[src/rtl/fetch_ctrl.sv]
// Fetch-stage sequencing controller: drives pcWrEn/newPc for branch redirects,
// hazard stalls, multi-cycle SIMD stalls and halt, plus the IF/ID bubble.
//
// state | meaning
// RUN   | normal fetch, PC advances on its own
// REDIR | one cycle of pcWrEn to load the branch target, flush wrong-path fetch
// HOLD  | PC frozen at holdPc while a hazard or SIMD op is outstanding
// DRAIN | enable dropped; fetch still selects newPc, delivering holdPc once
// HALT  | PC frozen at holdPc until resume or a branch
module fetch_ctrl #(
  parameter int instSize = 24
) (
  input  logic                  clk,
  input  logic                  rst,
  input  logic                  branchReq,
  input  logic [instSize+7:0]   branchTarget,
  input  logic                  stallReq,
  input  logic [instSize+7:0]   holdPc,
  input  logic                  vecStart,
  input  logic [3:0]            vecLen,
  input  logic                  haltReq,
  input  logic                  resume,
  output logic                  pcWrEn,
  output logic [instSize+7:0]   newPc,
  output logic                  ifIdFlush,
  output logic                  halted,
  output logic [2:0]            state
);

  localparam int PcW = instSize + 8;

  typedef enum logic [2:0] {
    ST_RUN   = 3'd0,
    ST_REDIR = 3'd1,
    ST_HOLD  = 3'd2,
    ST_DRAIN = 3'd3,
    ST_HALT  = 3'd4
  } state_t;

  state_t           state_q, state_d;
  logic [3:0]       vec_cnt_q, vec_cnt_d;
  logic [PcW-1:0]   new_pc_q, new_pc_d;
  logic             pc_wr_en_q, pc_wr_en_d;
  logic             if_id_flush_q, if_id_flush_d;
  logic             halted_q, halted_d;

  logic             vec_go;
  logic [3:0]       cnt_dec;
  logic [3:0]       cnt_base;
  logic [3:0]       cnt_load;
  logic [3:0]       cnt_hold;

  always_comb begin
    vec_go   = vecStart && (vecLen != 4'd0);
    cnt_dec  = (vec_cnt_q == 4'd0) ? 4'd0 : vec_cnt_q - 4'd1;
    // In HOLD the counter already spends this cycle, so a reload competes
    // with what remains after it rather than with the stale value.
    cnt_base = (state_q == ST_HOLD) ? cnt_dec : vec_cnt_q;
    cnt_load = (vecLen > cnt_base) ? vecLen : cnt_base;
    cnt_hold = vec_go ? cnt_load : cnt_dec;

    state_d   = state_q;
    vec_cnt_d = vec_cnt_q;
    new_pc_d  = new_pc_q;

    case (state_q)
      ST_RUN, ST_DRAIN: begin
        if (branchReq) begin
          state_d   = ST_REDIR;
          new_pc_d  = branchTarget;
          vec_cnt_d = 4'd0;
        end else if (haltReq) begin
          state_d   = ST_HALT;
          new_pc_d  = holdPc;
          vec_cnt_d = 4'd0;
        end else if (stallReq || vec_go) begin
          state_d   = ST_HOLD;
          new_pc_d  = holdPc;
          vec_cnt_d = vec_go ? cnt_load : vec_cnt_q;
        end else begin
          state_d   = ST_RUN;
        end
      end
      ST_REDIR: begin
        if (branchReq) begin
          state_d  = ST_REDIR;
          new_pc_d = branchTarget;
        end else begin
          state_d  = ST_RUN;
        end
      end
      ST_HOLD: begin
        if (branchReq) begin
          state_d   = ST_REDIR;
          new_pc_d  = branchTarget;
          vec_cnt_d = 4'd0;
        end else if (haltReq) begin
          state_d   = ST_HALT;
          new_pc_d  = holdPc;
          vec_cnt_d = 4'd0;
        end else begin
          vec_cnt_d = cnt_hold;
          if (!stallReq && (cnt_hold == 4'd0)) begin
            state_d = ST_DRAIN;
          end
        end
      end
      ST_HALT: begin
        if (branchReq) begin
          state_d   = ST_REDIR;
          new_pc_d  = branchTarget;
          vec_cnt_d = 4'd0;
        end else if (resume) begin
          state_d   = ST_DRAIN;
        end
      end
      default: begin
        state_d   = ST_RUN;
        vec_cnt_d = 4'd0;
      end
    endcase

    pc_wr_en_d    = (state_d == ST_REDIR) || (state_d == ST_HOLD) || (state_d == ST_HALT);
    if_id_flush_d = pc_wr_en_d;
    halted_d      = (state_d == ST_HALT);
  end

  always_ff @(posedge clk or negedge rst) begin
    if (!rst) begin
      state_q       <= ST_RUN;
      vec_cnt_q     <= 4'd0;
      new_pc_q      <= '0;
      pc_wr_en_q    <= 1'b0;
      if_id_flush_q <= 1'b0;
      halted_q      <= 1'b0;
    end else begin
      state_q       <= state_d;
      vec_cnt_q     <= vec_cnt_d;
      new_pc_q      <= new_pc_d;
      pc_wr_en_q    <= pc_wr_en_d;
      if_id_flush_q <= if_id_flush_d;
      halted_q      <= halted_d;
    end
  end

  assign pcWrEn    = pc_wr_en_q;
  assign newPc     = new_pc_q;
  assign ifIdFlush = if_id_flush_q;
  assign halted    = halted_q;
  assign state     = state_q;

endmodule

[config.mk]
export PLATFORM = sky130hd
export DESIGN_NAME = fetch_ctrl
export DESIGN_NICKNAME = d
export VERILOG_FILES = /design/src/rtl/fetch_ctrl.sv
export SDC_FILE = /design/constraint.sdc
export NUM_CORES = 1
export LEC_CHECK = 0
export CAP_MARGIN = 20
export CELL_PAD_IN_SITES_DETAIL_PLACEMENT = 0
export CELL_PAD_IN_SITES_GLOBAL_PLACEMENT = 1
export CORE_MARGIN = 4
export CORE_UTILIZATION = 27
export DETAILED_ROUTE_END_ITERATION = 10
export GPL_TIMING_DRIVEN = 0
export PLACE_DENSITY = 0.76
export SYNTH_ARGS = -nofsm -noshare
export SYNTH_HDL_FRONTEND = slang
export SYNTH_SLANG_ARGS = --single-unit
[constraint.sdc]
create_clock -name clk -period 3.1 [get_ports clk]
set_input_delay 0.62 -clock clk [delete_from_list [all_inputs] [get_ports clk]]
set_output_delay 0.62 -clock clk [all_outputs]
set_load 0.005 [all_outputs]
==> impl_metrics.toml, run 1 <==
[critical_path]
start_kind = "primary input"
r2r_start = "state[2]"
rr_worst_depth = 12
arrival_ps = 3100
worstReg2RegEnd = "ifIdFlush"
cp_max_fo = 9
critPathKind = "primary input to flop"
cp.required_ps = 3280
cp_slowest_stage_delay_ps = 1020
cpMaxStageDelayCell = "o41ai_2"
cp_cell_sequence = "clkdlybuf4s50_1, o41ai_2, a211oi_2, nor4_2, buf_4, nand4_1, o2111a_1"
r2r_setup_slack_ps = 190
worstSetupEndpointType = "flop"

[grt]
grt_most_used_layer = "met2"
gr-usage-met1_pct = 16.7
grt_pass1_vias = 2396
use_met2_pct = 23.8
grt_use_met3_pct = 2.47
antenna_found_initial = 0
grt_overflow = 0
track_usage_pct = 13.4
grt_pass1_wl_microns = 12100
grt_start_max_net_pins = 40

[job]
maxCapViolations = 0

[routing]
wirelength_microns = 7660
antenna_left = 0
drc_errors = 0
drt_first_pass_iters = 4
viasPerCell = 4.91
routedWlPerCell_microns = 15.5
via_count = 2435
drt_iter0_markers = 126

[timing]
rsz0062_at_grt = "false"
fmax_mhz = 342
finalHoldViolations = 0
report.final.setup_viol = 0
slew_viol_final = 0
finalCritPeriodShare_pct = 94.2
whs_ps = 121
final.min_clock_period_ps = 2920
tightestPinTransition_ps = 1090
skew_ps = 5.32
fin_setup_tns_ps = 0
relSlewSlack_pct = 26.4

[pwr]
ir_drop_mv = 0.255
p_per_area_nw_per_um2 = 472
p_leak_uw = 0.00170
power_uw = 1880

[logic_synthesis]
synth_edf_count = 0
async_flop_share_pct = 100
synth_area_sq_um = 2520
synth_common_cells = "41 x dfrtp_1, 40 x nand2_1, 36 x mux2i_1, 36 x o21ai_0, 12 x nor2_1"
synth.area.top_cells = "dfrtp_1 41%, mux2i_1 14%, o21ai_0 7.1%, nand2_1 6.0%, ha_1 2.0%"
ys.flop_type = "dfrtp_1"
synth.distinct_cells = 53
syn_inst = 269
ys_ff_latch = 41
syn_area_per_cell_sq_um = 9.37
yosysTopAreaCell = "dfrtp_1"
yosysMostFrequentCell = "dfrtp_1"
ys_seq_area_share_pct = 40.7
synth_top_area_share_pct = 40.7
yosys_warnings = 0
syn_nets = 348

[cts]
clk_latency_ps = 290
clk_pin_slew_ps = 80
cts_root_buf = "clkbuf_8"
htreeDepth = 2
clockBufferDepth = 2
cts_buffers = 5
tritoncts = "built"
cts_num_sinks = 41

[floorplan]
row_count = 34
die_area_sq_um = 10900
ios = 113
die_w_microns = 105
fp.coreArea_sq_um = 8890
start_util_pct = 28.3
die_h_microns = 105

[cells_and_area]
final_cell_count_no_fill = 496
diodes = 0
layout-drive-gt1-share_pct = 11.9
final_area_sq_um = 3990
regArea_sq_um = 1030
nNetsFinal = 467
area_growth_pct = 58.3
multi_input_area_sq_um = 1450
n_fill_cell = 883

[placed_design]
port_buffers = 111
hpwl_microns = 6060
dpl_cell_area_sq_um = 3780
numPlacedInstances = 489
gp_congestion = 0.823

[worst_hold_path]
hold_path_class = "primary input to asynchronous set/reset pin"

[outcome]
run_status = "finished clean"
-- worst max-delay path: cells and delay by family --
kind	cells	cell delay, ps
AOI/OAI and AO/OA	3	1400
buffers and inverters	2	720
and+or+nand+nor	2	370
-- worst max path at each step --
| stage | to | cells past startpoint | startpoint | slack, ps |
|---|---|---|---|---|
| finish | ifIdFlush | 7 | vecLen[1] | 180 |
| global route | ifIdFlush | 12 | state[2] | 7 |
| CTS | vec_cnt_q[0] | 12 | vec_cnt_q[0] | 4 |
| detailed placement | ifIdFlush | 12 | state[0] | -420 |
| global placement | ifIdFlush | 11 | state[0] | -370 |
| floorplan | ifIdFlush | 11 | state[0] | 120 |
-- power by group --
part / switching [uW] / internal, uW
logic: 325 / 437
clock network: 178 / 234
registers: 64.8 / 643
-- placed cells by master, fill, tap and decap left out, types with 4 or more instances in the layout --
cell type,instances
clkdlybuf4s50_1,110
dfrtp_1,40
nand2_1,39
mux2i_1,34
o21ai_0,33
nor2_1,11
o21ai_1,9
buf_4,7
inv_1,5
a21oi_1,5
clkbuf_8,5
buf_2,4
clkbuf_1,4
nor3_1,4
buf_6,4
ha_1,4
-- stage by stage --
| stage | setup WS (ps) | util, % |
|---|---|---|
| 3_5_place_dp | -424 | 42.5 |
| 5_1_grt | 7.12 | 44.9 |
| 6_report | 180 | 44.9 |
| 4_1_cts | 4.42 | 44.2 |
| 3_3_place_gp | -368 | 42.4 |
| 2_1_floorplan | 119 | - |
-- flip-flops by register name, summed over array words and instances, names as in the netlist --
name,cells
newPc,32
vec_cnt_q,4
halted,1
ifIdFlush,1
state,3
-- metal layers --
layer / routed length, microns / vias up
met1: 3290 / 1158
met3: 346 / 4
li1: - / 1209
met5: 0 / -
met4: 76 / 0
met2: 3950 / 64
-- logic make-up (layout without fill, tap and decap cells) --
| logic type | after synthesis | count (layout) | share of synthesized area, % |
|---|---|---|---|
| AOI/OAI and AO/OA | 84 | 84 | 22.0 |
| and+or+nand+nor | 80 | 80 | 15.3 |
| DFF | 41 | 41 | 40.7 |
| muxes | 36 | 36 | 14.3 |
| buffers and inverters | 23 | 142 | 5.36 |
| adders and majority gates | 4 | 4 | 1.99 |
| xor gates and xnor gates | 1 | 1 | 0.348 |
-- final cells by class --
class / instances / share of cell area [%]
clock inverter: 2 / 0.878
multi-input combinational: 205 / 36.4
clock buffer: 5 / 1.73
sequential: 41 / 25.8
inverter: 5 / 0.471
tap: 108 / 3.39
timing repair buffer: 115 / 28.8
buffer: 15 / 2.63
-- what timing repair did --
item | 4_1_cts | 5_1_grt
setup endpoints to repair | 6 | 4
hold buffers | 0 | 0
pin swaps | 1 | 2
buffers inserted | 2 | 1
gates resized for setup | 11 | 13
No activity file was read; power rests on OpenSTA's default activity.
==> inputs of run 2 (changes only) <==
--- a/config.mk
+++ b/config.mk
@@ -13,6 +13,8 @@
 export DETAILED_ROUTE_END_ITERATION = 10
 export GPL_TIMING_DRIVEN = 0
 export PLACE_DENSITY = 0.76
+export REMOVE_ABC_BUFFERS = 1
+export SLEW_MARGIN = 20
 export SYNTH_ARGS = -nofsm -noshare
 export SYNTH_HDL_FRONTEND = slang
 export SYNTH_SLANG_ARGS = --single-unit
==> run 2 against run 1 <==
Net effect:
- final cell count is 1.2% lower
- final area hardly changed
- register-to-register slack worse by 30 ps
- clock power is 9.7% higher
- sequential power hardly changed
- fmax is 0.73% lower
- first-iteration DRC count is 25% lower
- sequential share of layout area hardly changed
- flip-flop and latch count stayed put
- critical path depth is 5 higher
==> impl_metrics.toml, run 2 (synthesized netlist as in run 1, its figures left out) <==
[outcome]
run_status = "finished clean"

[cts]
tritoncts = "built"
cts_num_sinks = 41
clk_latency_ps = 290
clk_pin_slew_ps = 90
clockBufferDepth = 2
cts_buffers = 5
htreeDepth = 2
cts_root_buf = "clkbuf_8"

[critical_path]
worstSetupEndpointType = "flop"
start_kind = "flop"
rr_worst_depth = 12
r2r_setup_slack_ps = 160
cp.required_ps = 3280
arrival_ps = 3120
cp_max_fo = 8
worstReg2RegEnd = "ifIdFlush"
critPathKind = "flop to flop"
r2r_start = "vec_cnt_q[1]"

[cells_and_area]
diodes = 0
n_fill_cell = 862
final_common_cell = "clkdlybuf4s50_1"
final_area_sq_um = 3990
largest_reg_flops = 32
area_growth_pct = 58.4
layout-drive-gt1-share_pct = 10.5
final_cell_mix = "111 x clkdlybuf4s50_1, 39 x nand2_1, 38 x dfrtp_1"
nNetsFinal = 460
regArea_sq_um = 1030
multi_input_area_sq_um = 1420

[floorplan]
die_h_microns = 105
ios = 113
die_w_microns = 105
die_area_sq_um = 10900
start_util_pct = 28.3
row_count = 34
fp.coreArea_sq_um = 8890

[timing]
tightestPinTransition_ps = 1010
rsz0062_at_grt = "false"
finalHoldViolations = 0
slew_viol_final = 0
skew_ps = 8.24
worst_slack_ps = 158
fmax_mhz = 340
relSlewSlack_pct = 32.2
finalCritPeriodShare_pct = 94.9
fin_setup_tns_ps = 0
final.min_clock_period_ps = 2940
whs_ps = 248
report.final.setup_viol = 0

[grt]
track_usage_pct = 13.1
grt_overflow = 0
grt_pass1_vias = 2330
grt_start_max_net_pins = 33
grt_pass1_wl_microns = 11800
antenna_found_initial = 0

[routing]
drt_iter0_markers = 95
drt_first_pass_iters = 6
antenna_left = 0
viasPerCell = 4.87
drc_errors = 0
routedWlPerCell_microns = 15.0
via_count = 2384
wirelength_microns = 7330

[pwr]
p_int_uw = 1350
p_comb_share_pct = 39.3
power_switching_uw = 567
ir_drop_mv = 0.292
p_seq_share_pct = 37.1
p_sw_share_pct = 29.6
p_leak_uw = 0.00170
p_per_area_nw_per_um2 = 480
power_uw = 1920
p_clk_share_pct = 23.6

[placed_design]
gp_congestion = 0.795
place_ws_ps = -393
hpwl_microns = 5710
port_buffers = 112
dpl_cell_area_sq_um = 3770

[job]
maxCapViolations = 0

[worst_hold_path]
hold_path_class = "primary input to asynchronous set/reset pin"
-- run 2: cell count changes in the layout (fill, tap and decap cells not counted), moves of 2 or more --
cell and delta:
buf_6 -4, buf_16 +3, buf_2 -3, clkbuf_1 -3, a211oi_1 +2, a211oi_2 -2
dfrtp_1 -2, dfrtp_2 +2
-- run 2: per-layer routing --
metal	wire [microns]	global-route usage, %	vias to the layer above	share of wire (%)
met4	47	2.53	0	0.64
met1	3210	16.5	1114	44
met5	0	0	-	0
met2	3600	22.3	63	49
met3	478	4.19	5	6.5
li1	-	-	1202	-
-- run 2: stage by stage --
step,std cells,utilization (%)
2_1_floorplan,251,-
3_3_place_gp,471,41.2
3_5_place_dp,475,42.4
4_1_cts,487,44.3
5_1_grt,490,44.9
6_report,490,44.9
-- run 2: critical path: stages (launching register included) --
cell and delay, ps:
dfrtp_1 460, nor2_2 220, mux2i_2 330, a21oi_1 140, inv_1 80, ha_1 250, a211oi_2 250, o21a_1 200
nor3_1 80, nor4_2 270, buf_4 170, nand4_1 120, o2111a_1 280
-- run 2: how the worst max path moves through the flow --
stage                       startpoint         to  slack (ps)  depth (start not counted)
after floorplan               state[2]   newPc[0]        -240                          4
after global placement        state[2]  newPc[22]       -1270                          4
after detailed placement      state[2]  ifIdFlush        -390                         11
after CTS                     state[0]   state[0]          10                          9
after global routing      vec_cnt_q[3]   state[0]          10                         11
final                     vec_cnt_q[1]  ifIdFlush         160                         12
-- run 2: timing repair --
action                     CTS  global route
pin swaps                    1             0
gates resized for setup      9             9
hold endpoints to repair     0             0
hold buffers                 0             0
setup buffers                4             3
setup endpoints to repair    6             4
-- run 2: final cells by class --
| cell class | instances | area share (%) |
|---|---|---|
| multi-input cells | 205 | 35.6 |
| repair buffers | 123 | 31.8 |
| flip-flops and latches | 41 | 25.8 |
| well taps | 108 | 3.39 |
| clock buffers | 7 | 2.16 |
| clock inverters | 1 | 0.752 |
| inverters | 5 | 0.470 |
-- run 2: power groups by stage --
stage,Sequential [uW],Combinational (uW),Clock (uW)
floorplan,729,275,0
global placement,721,700,0
detailed placement,725,731,0
CTS,713,751,471
global route,728,828,495
finish,711,753,452
